$ cat config.mk
export PLATFORM = sky130hd
export DESIGN_NAME = lcd_panel_responder
export DESIGN_NICKNAME = d
export VERILOG_FILES = /design/src/rtl/lcd_pkg.sv /design/src/rtl/lcd_win_addr_gen.sv /design/src/rtl/lcd_panel_responder.sv
export SDC_FILE = /design/constraint.sdc
export NUM_CORES = 1
export LEC_CHECK = 0
export BUFFER_PORTS_ARGS = -buffer_cell sky130_fd_sc_hd__buf_2
export CAP_MARGIN = 30
export CELL_PAD_IN_SITES_DETAIL_PLACEMENT = 0
export CELL_PAD_IN_SITES_GLOBAL_PLACEMENT = 1
export CORE_MARGIN = 4
export CORE_UTILIZATION = 43
export DETAILED_ROUTE_END_ITERATION = 10
export GPL_TIMING_DRIVEN = 1
export MAX_ROUTING_LAYER = met4
export PLACE_DENSITY_LB_ADDON = 0.1
export SLEW_MARGIN = 15
export SYNTH_ARGS = -nofsm -noshare
export SYNTH_HDL_FRONTEND = slang
export SYNTH_SLANG_ARGS = --single-unit
$ cat constraint.sdc
create_clock -name pclk -period 7.09 [get_ports pclk]
set_input_delay 1.418 -clock pclk [delete_from_list [all_inputs] [get_ports pclk]]
set_output_delay 1.418 -clock pclk [all_outputs]
set_load 0.05 [all_outputs]
$ cat src/rtl/lcd_pkg.sv
// Shared command codes and command-state encoding for the LCD panel responder.
package lcd_pkg;

  localparam logic [7:0] CMD_CASET   = 8'h2A;
  localparam logic [7:0] CMD_PASET   = 8'h2B;
  localparam logic [7:0] CMD_RAMWR   = 8'h2C;
  localparam logic [7:0] CMD_RAMRD   = 8'h2E;
  localparam logic [7:0] CMD_RDID    = 8'hD3;
  localparam logic [7:0] CMD_DISPON  = 8'h29;
  localparam logic [7:0] CMD_DISPOFF = 8'h28;

  typedef enum logic [2:0] {
    S_IDLE,
    S_CASET,
    S_PASET,
    S_RAMWR,
    S_RAMRD,
    S_RDID
  } cmd_state_e;

endpackage

$ cat src/rtl/lcd_win_addr_gen.sv
// Column/page window registers and the raster-order pixel pointer inside that window.
// The linear address is row_base + col, where row_base steps by H_RES per page.
module lcd_win_addr_gen
  import lcd_pkg::*;
#(
  parameter int H_RES = 480,
  parameter int V_RES = 800,
  parameter int FB_AW = 19,
  parameter int CW    = 9,
  parameter int PW    = 10
) (
  input  logic             pclk,
  input  logic             rst,
  input  logic             col_set,
  input  logic [CW-1:0]    col_start,
  input  logic [CW-1:0]    col_end,
  input  logic             page_set,
  input  logic [PW-1:0]    page_start,
  input  logic [PW-1:0]    page_end,
  input  logic             load_start,
  input  logic             advance,
  output logic [FB_AW-1:0] addr
);

  logic [CW-1:0]    sc, ec, col;
  logic [PW-1:0]    sp, ep, page;
  logic [FB_AW-1:0] sp_base, row_base;

  assign addr = row_base + FB_AW'(col);

  // Window bounds; sp_base caches the row offset of the window's first page.
  // The product is by a constant and only taken when a new page window is accepted.
  always_ff @(posedge pclk or posedge rst) begin
    if (rst) begin
      sc      <= '0;
      ec      <= CW'(H_RES - 1);
      sp      <= '0;
      ep      <= PW'(V_RES - 1);
      sp_base <= '0;
    end else begin
      if (col_set) begin
        sc <= col_start;
        ec <= col_end;
      end
      if (page_set) begin
        sp      <= page_start;
        ep      <= page_end;
        sp_base <= FB_AW'(page_start) * FB_AW'(H_RES);
      end
    end
  end

  // Pixel pointer: restart at (SP,SC) or step in raster order, wrapping inside the window.
  always_ff @(posedge pclk or posedge rst) begin
    if (rst) begin
      col      <= '0;
      page     <= '0;
      row_base <= '0;
    end else if (load_start) begin
      col      <= sc;
      page     <= sp;
      row_base <= sp_base;
    end else if (advance) begin
      if (col == ec) begin
        col <= sc;
        if (page == ep) begin
          page     <= sp;
          row_base <= sp_base;
        end else begin
          page     <= page + 1'b1;
          row_base <= row_base + FB_AW'(H_RES);
        end
      end else begin
        col <= col + 1'b1;
      end
    end
  end

endmodule

$ cat src/rtl/lcd_panel_responder.sv
// Panel-side responder for the 8080-style 16-bit LCD bus: command decode,
// address window, pixel streaming into the frame buffer, RDDID and RAMRD answers.
module lcd_panel_responder
  import lcd_pkg::*;
#(
  parameter int          H_RES  = 480,
  parameter int          V_RES  = 800,
  parameter int          FB_AW  = 19,
  parameter logic [23:0] LCD_ID = 24'h009341
) (
  input  logic             pclk,
  input  logic             rst,
  input  logic             lcd_cs,
  input  logic             lcd_rs,
  input  logic             lcd_wr,
  input  logic             lcd_rd,
  input  logic [15:0]      lcd_data_i,
  output logic [15:0]      lcd_data_o,
  output logic             lcd_data_oe,
  output logic             fb_we,
  output logic [FB_AW-1:0] fb_waddr,
  output logic [15:0]      fb_wdata,
  output logic             fb_re,
  output logic [FB_AW-1:0] fb_raddr,
  input  logic [15:0]      fb_rdata,
  output logic             disp_on
);

  localparam int CW = $clog2(H_RES);
  localparam int PW = $clog2(V_RES);

  cmd_state_e       state;
  logic             cs_q, rs_q, wr_q, rd_q, wr_qq, rd_qq;
  logic [15:0]      data_q;
  logic             wr_ev, cmd_ev, dat_ev, rd_st, rd_end;
  logic [7:0]       cmd_code;
  logic [2:0]       byte_idx;
  logic [7:0]       tmp_b0, tmp_b1, tmp_b2;
  logic [15:0]      win_start, win_end;
  logic             col_ok, page_ok;
  logic             ag_load, ag_adv, col_set, page_set;
  logic [FB_AW-1:0] ag_addr;
  logic             rd_first, fetch_pend, pf_load;
  logic [15:0]      pf_data;

  // Bus inputs registered once, strobes registered a second time for edge detection.
  always_ff @(posedge pclk or posedge rst) begin
    if (rst) begin
      cs_q   <= 1'b1;
      rs_q   <= 1'b0;
      wr_q   <= 1'b1;
      rd_q   <= 1'b1;
      wr_qq  <= 1'b1;
      rd_qq  <= 1'b1;
      data_q <= '0;
    end else begin
      cs_q   <= lcd_cs;
      rs_q   <= lcd_rs;
      wr_q   <= lcd_wr;
      rd_q   <= lcd_rd;
      wr_qq  <= wr_q;
      rd_qq  <= rd_q;
      data_q <= lcd_data_i;
    end
  end

  assign wr_ev    = wr_q & ~wr_qq & ~cs_q;
  assign cmd_ev   = wr_ev & ~rs_q;
  assign dat_ev   = wr_ev & rs_q;
  assign rd_st    = ~rd_q & rd_qq & ~cs_q & wr_q;
  assign rd_end   = rd_q & ~rd_qq;
  assign cmd_code = data_q[7:0];

  // Window candidate assembled on the fourth parameter byte; rejected windows are never loaded.
  assign win_start = {tmp_b0, tmp_b1};
  assign win_end   = {tmp_b2, data_q[7:0]};
  assign col_ok    = (win_start <= win_end) && (win_end < 16'(H_RES));
  assign page_ok   = (win_start <= win_end) && (win_end < 16'(V_RES));

  // Address-generator control decoded from the current bus event.
  always_comb begin
    ag_load  = cmd_ev && ((cmd_code == CMD_RAMWR) || (cmd_code == CMD_RAMRD));
    ag_adv   = (dat_ev && (state == S_RAMWR)) ||
               (rd_st && (state == S_RAMRD) && !rd_first);
    col_set  = dat_ev && (state == S_CASET) && (byte_idx == 3'd3) && col_ok;
    page_set = dat_ev && (state == S_PASET) && (byte_idx == 3'd3) && page_ok;
  end

  lcd_win_addr_gen #(
    .H_RES (H_RES),
    .V_RES (V_RES),
    .FB_AW (FB_AW),
    .CW    (CW),
    .PW    (PW)
  ) u_addr_gen (
    .pclk       (pclk),
    .rst        (rst),
    .col_set    (col_set),
    .col_start  (win_start[CW-1:0]),
    .col_end    (win_end[CW-1:0]),
    .page_set   (page_set),
    .page_start (win_start[PW-1:0]),
    .page_end   (win_end[PW-1:0]),
    .load_start (ag_load),
    .advance    (ag_adv),
    .addr       (ag_addr)
  );

  // Command FSM with registered bus, frame-buffer and display outputs.
  // RAMRD: the dummy read fetches the current pixel; every later read returns the
  // prefetched pixel, advances, and fetches the next one a cycle later.
  always_ff @(posedge pclk or posedge rst) begin
    if (rst) begin
      state       <= S_IDLE;
      byte_idx    <= '0;
      tmp_b0      <= '0;
      tmp_b1      <= '0;
      tmp_b2      <= '0;
      lcd_data_o  <= '0;
      lcd_data_oe <= 1'b0;
      fb_we       <= 1'b0;
      fb_waddr    <= '0;
      fb_wdata    <= '0;
      fb_re       <= 1'b0;
      fb_raddr    <= '0;
      disp_on     <= 1'b0;
      rd_first    <= 1'b0;
      fetch_pend  <= 1'b0;
      pf_load     <= 1'b0;
      pf_data     <= '0;
    end else begin
      fb_we   <= 1'b0;
      fb_re   <= 1'b0;
      pf_load <= fb_re;
      if (pf_load) pf_data <= fb_rdata;
      if (fetch_pend) begin
        fb_re      <= 1'b1;
        fb_raddr   <= ag_addr;
        fetch_pend <= 1'b0;
      end

      if (cmd_ev) begin
        byte_idx <= '0;
        rd_first <= 1'b0;
        case (cmd_code)
          CMD_CASET: state <= S_CASET;
          CMD_PASET: state <= S_PASET;
          CMD_RAMWR: state <= S_RAMWR;
          CMD_RAMRD: begin
            state    <= S_RAMRD;
            rd_first <= 1'b1;
          end
          CMD_RDID: state <= S_RDID;
          CMD_DISPON: begin
            disp_on <= 1'b1;
            state   <= S_IDLE;
          end
          CMD_DISPOFF: begin
            disp_on <= 1'b0;
            state   <= S_IDLE;
          end
          default: state <= S_IDLE;
        endcase
      end else if (dat_ev) begin
        case (state)
          S_CASET, S_PASET: begin
            if (byte_idx != 3'd4) begin
              case (byte_idx[1:0])
                2'd0:    tmp_b0 <= data_q[7:0];
                2'd1:    tmp_b1 <= data_q[7:0];
                2'd2:    tmp_b2 <= data_q[7:0];
                default: ;
              endcase
              byte_idx <= byte_idx + 1'b1;
            end
          end
          S_RAMWR: begin
            fb_we    <= 1'b1;
            fb_waddr <= ag_addr;
            fb_wdata <= data_q;
          end
          default: ;
        endcase
      end

      if (rd_st) begin
        lcd_data_oe <= 1'b1;
        lcd_data_o  <= '0;
        case (state)
          S_RAMRD: begin
            if (rd_first) begin
              rd_first <= 1'b0;
              fb_re    <= 1'b1;
              fb_raddr <= ag_addr;
            end else begin
              lcd_data_o <= pf_data;
              fetch_pend <= 1'b1;
            end
          end
          S_RDID: begin
            case (byte_idx)
              3'd1:    lcd_data_o <= {8'h00, LCD_ID[23:16]};
              3'd2:    lcd_data_o <= {8'h00, LCD_ID[15:8]};
              3'd3:    lcd_data_o <= {8'h00, LCD_ID[7:0]};
              default: ;
            endcase
            if (byte_idx != 3'd4) byte_idx <= byte_idx + 1'b1;
          end
          default: ;
        endcase
      end else if (rd_end) begin
        lcd_data_oe <= 1'b0;
      end
    end
  end

endmodule

==> out/qor.yml <==
run_status:
  status: "completed"
critical_path:
  regToRegEndpoint: "fb_raddr[12]"
  crit_type: "reg2reg"
  path_cells: "nand4bb_1 -> or3b_2 -> nor3b_1 -> nor2_1 -> inv_1 -> nor2_1 -> a21oi_1"
  required_ns: 7.53
  crit_arrival_ns: 4.15
  startpoint_type: "flop"
  cpMostUsedCell: "nor2_1"
  cpMaxStageDelayCell: "or3b_2"
  reg2reg_depth: 7
  reg2reg_from: "wr_q"
  ff2ff_setup_slack_ns: 3.39
  max_stage_delay_ns: 0.80
  cp_max_fo: 29
  worst_setup_path_end_kind: "flop"
synth:
  synth_nets: 1115
  synth_seq_cells: 229
  synthFlopType: "dfrtp_1"
  yosysWarnings: 0
  async_reset_ff_frac: 1.00
  synth-edff-count: 0
  synthesis.area_um2: 11100
  syn_inst: 1015
  ys_seq_area_frac: 0.519
  avgSynthCellArea_um2: 10.9
  ys_types: 64
final_layout:
  drive_gt1_frac: 0.234
  nNetsFinal: 1222
  fin_util: 0.509
  diodes: 0
  mostFrequentLayoutCells: "209 x dfrtp_1, 132 x nand2_1, 111 x buf_2"
  final_common_cell: "dfrtp_1"
  syn2layout_area_growth_pct: 15.8
worst_hold_path:
  hold_path_class: "reg2reg"
  worstHoldPathCells: 0
  whs_endpoint: "rd_qq"
  worstHoldStart: "rd_q"
timing:
  finalSetupViolations: 0
  timing.fmax_mhz: 270
  skew_ns: 0.0134
  hold_viol_final: 0
  finalCritPeriodShare: 0.522
  layout_setup_ws_ns: 3.39
  setup_tns_ns: 0
  rsz0062_at_grt: "no"
  max-slew-margin-rel: 0.368
  maxSlewViolCount: 0
  period_minus_slack_ns: 3.70
  tightest_slew_ns: 0.949
job:
  maxCapViolCount: 0
grt:
  grt_pass1_wl_um: 41700
  grt_usage: 0.183
  groute.layer.met1.usage: 0.268
  grt_max_degree: 171
  grt_pass1_vias: 7550
  antenna_found_initial: 0
  grt_util_met2: 0.278
  top_usage_layer: "met2"
  grt-ovfl-total: 0
  grt.met3_usage: 0.0252
power_and_ir_drop:
  power_density_nw_per_um2: 336
  ir_worst_vdd_mv: 0.236
  power_leakage_nw: 6.38
  power.total_mw: 4.31
clocking:
  cts_hold_buf: 0
  cts_buffer_depth: 3
  path_clk_slew_ns: 0.06
  clock_sinks: 229
  cts_buffers: 26
  post_cts_buffers: 0
  cts.repair.resized: 0
  htreeDepth: 1
  clock_latency_ns: 0.53
  cts_tree: "done"
  cts-root-buf: "clkbuf_16"
floorplanning:
  initial_core_util: 0.439
  num_rows: 58
  ios: 112
  die_w_um: 169
  die_y_um: 169
  coreArea_um2: 25300
  die_area_um2: 28400
routing:
  drt_wl_total_um: 25000
  wire_per_inst_um: 17.0
  drt_iter0_drc: 566
  dr_total_vias: 7632
  drc: 0
  viasPerCell: 5.19
  first_pass_iters: 5
  ant_nets: 0
placed_design:
  port_buffers: 111
  pre_cts_ws_ns: 3.27
  post-dp-hpwl_um: 18000
  place_congestion: 0.813
==> Yosys cell counts, types with 5 or more instances <==
cell type	count	area (µm²)
xnor2_1	29	254
and3_1	5	31.3
dfrtp_1	209	5230
dfstp_2	20	526
nor4_1	8	50.1
nor2_1	33	124
inv_1	66	248
o21ai_0	75	375
mux2i_1	21	210
ha_1	45	563
nand3_1	25	125
o22ai_1	8	50.1
nand4_1	15	93.8
nand2b_1	6	37.5
a22o_1	11	96.3
clkbuf_1	28	105
nor2b_1	6	37.5
mux2_2	75	845
nor3_1	8	40.0
nand2_1	132	495
and2_1	5	31.3
buf_2	5	25.0
nor3b_1	9	67.6
a21oi_1	67	335
fa_1	17	340
a22oi_1	5	37.5
xor2_1	19	166
==> worst max path at each step <==
| stage | start | to | cells past startpoint |
|---|---|---|---|
| finish | wr_q | fb_raddr[12] | 7 |
| global route | wr_q | fb_raddr[18] | 7 |
| CTS | wr_q | fb_raddr[12] | 7 |
| detailed placement | wr_q | fb_raddr[15] | 7 |
| global placement | wr_q | fb_raddr[13] | 6 |
| floorplan | rst | byte_idx[0] | 1 |
==> stage by stage <==
stage / instances / hold WS, ns / area [µm²]
3_3_place_gp: 1423 / 0.363 / 12000
3_5_place_dp: 1424 / 0.364 / 12000
5_1_grt: 1471 / 0.387 / 12800
6_report: 1471 / 0.370 / 12800
2_1_floorplan: 1015 / 0.358 / 11100
4_1_cts: 1471 / 0.371 / 12800
==> worst max-delay path: cells and delay by family, from the launching register on <==
kind | cells | cell delay (ns)
AO/OA/AOI/OAI | 1 | 0.14
buffers and inverters | 1 | 0.66
flip-flops | 1 | 0.55
AND/OR/NAND/NOR | 5 | 2.26
==> area by class of cell <==
class | instances | area [µm²]
tap | 330 | 413
sequential | 229 | 5760
timing repair buffer | 119 | 632
inverter | 67 | 255
clock buffer | 38 | 766
clock inverter | 9 | 109
fill | 2328 | 12400
multi-input combinational | 679 | 4920
==> sequential cells by signal, summed over array words and instances (netlist names), 9 cells and up <==
register and flops:
u_addr_gen.page 10, u_addr_gen.sp 10, u_addr_gen.row_base 14, u_addr_gen.ep 10, lcd_data_o 16, fb_wdata 16, u_addr_gen.sc 9, u_addr_gen.sp_base 13
u_addr_gen.col 9, pf_data 16, data_q 16, fb_waddr 19, u_addr_gen.ec 9, fb_raddr 19
==> logic make-up after synthesis <==
kind of cell    synth area share
buf+inv                   0.0391
flops                      0.519
simple gates               0.122
xor+xnor                  0.0379
compound gates             0.105
mux                       0.0961
fa+ha+maj                 0.0814
==> power by group <==
group | total (mW) | internal, mW | switching, mW | leakage, nW
clock network | 1.34 | 0.820 | 0.521 | 0.431
registers | 1.73 | 1.50 | 0.230 | 3.02
logic | 1.24 | 0.459 | 0.783 | 2.93
==> layer usage <==
metal | share of wire | up-vias
li1 | - | 3745
met1 | 0.49 | 3713
met2 | 0.45 | 149
met3 | 0.050 | 25
met4 | 0.015 | 0
met5 | 0 | -
Note: power is estimated with default switching activity, not from simulation.
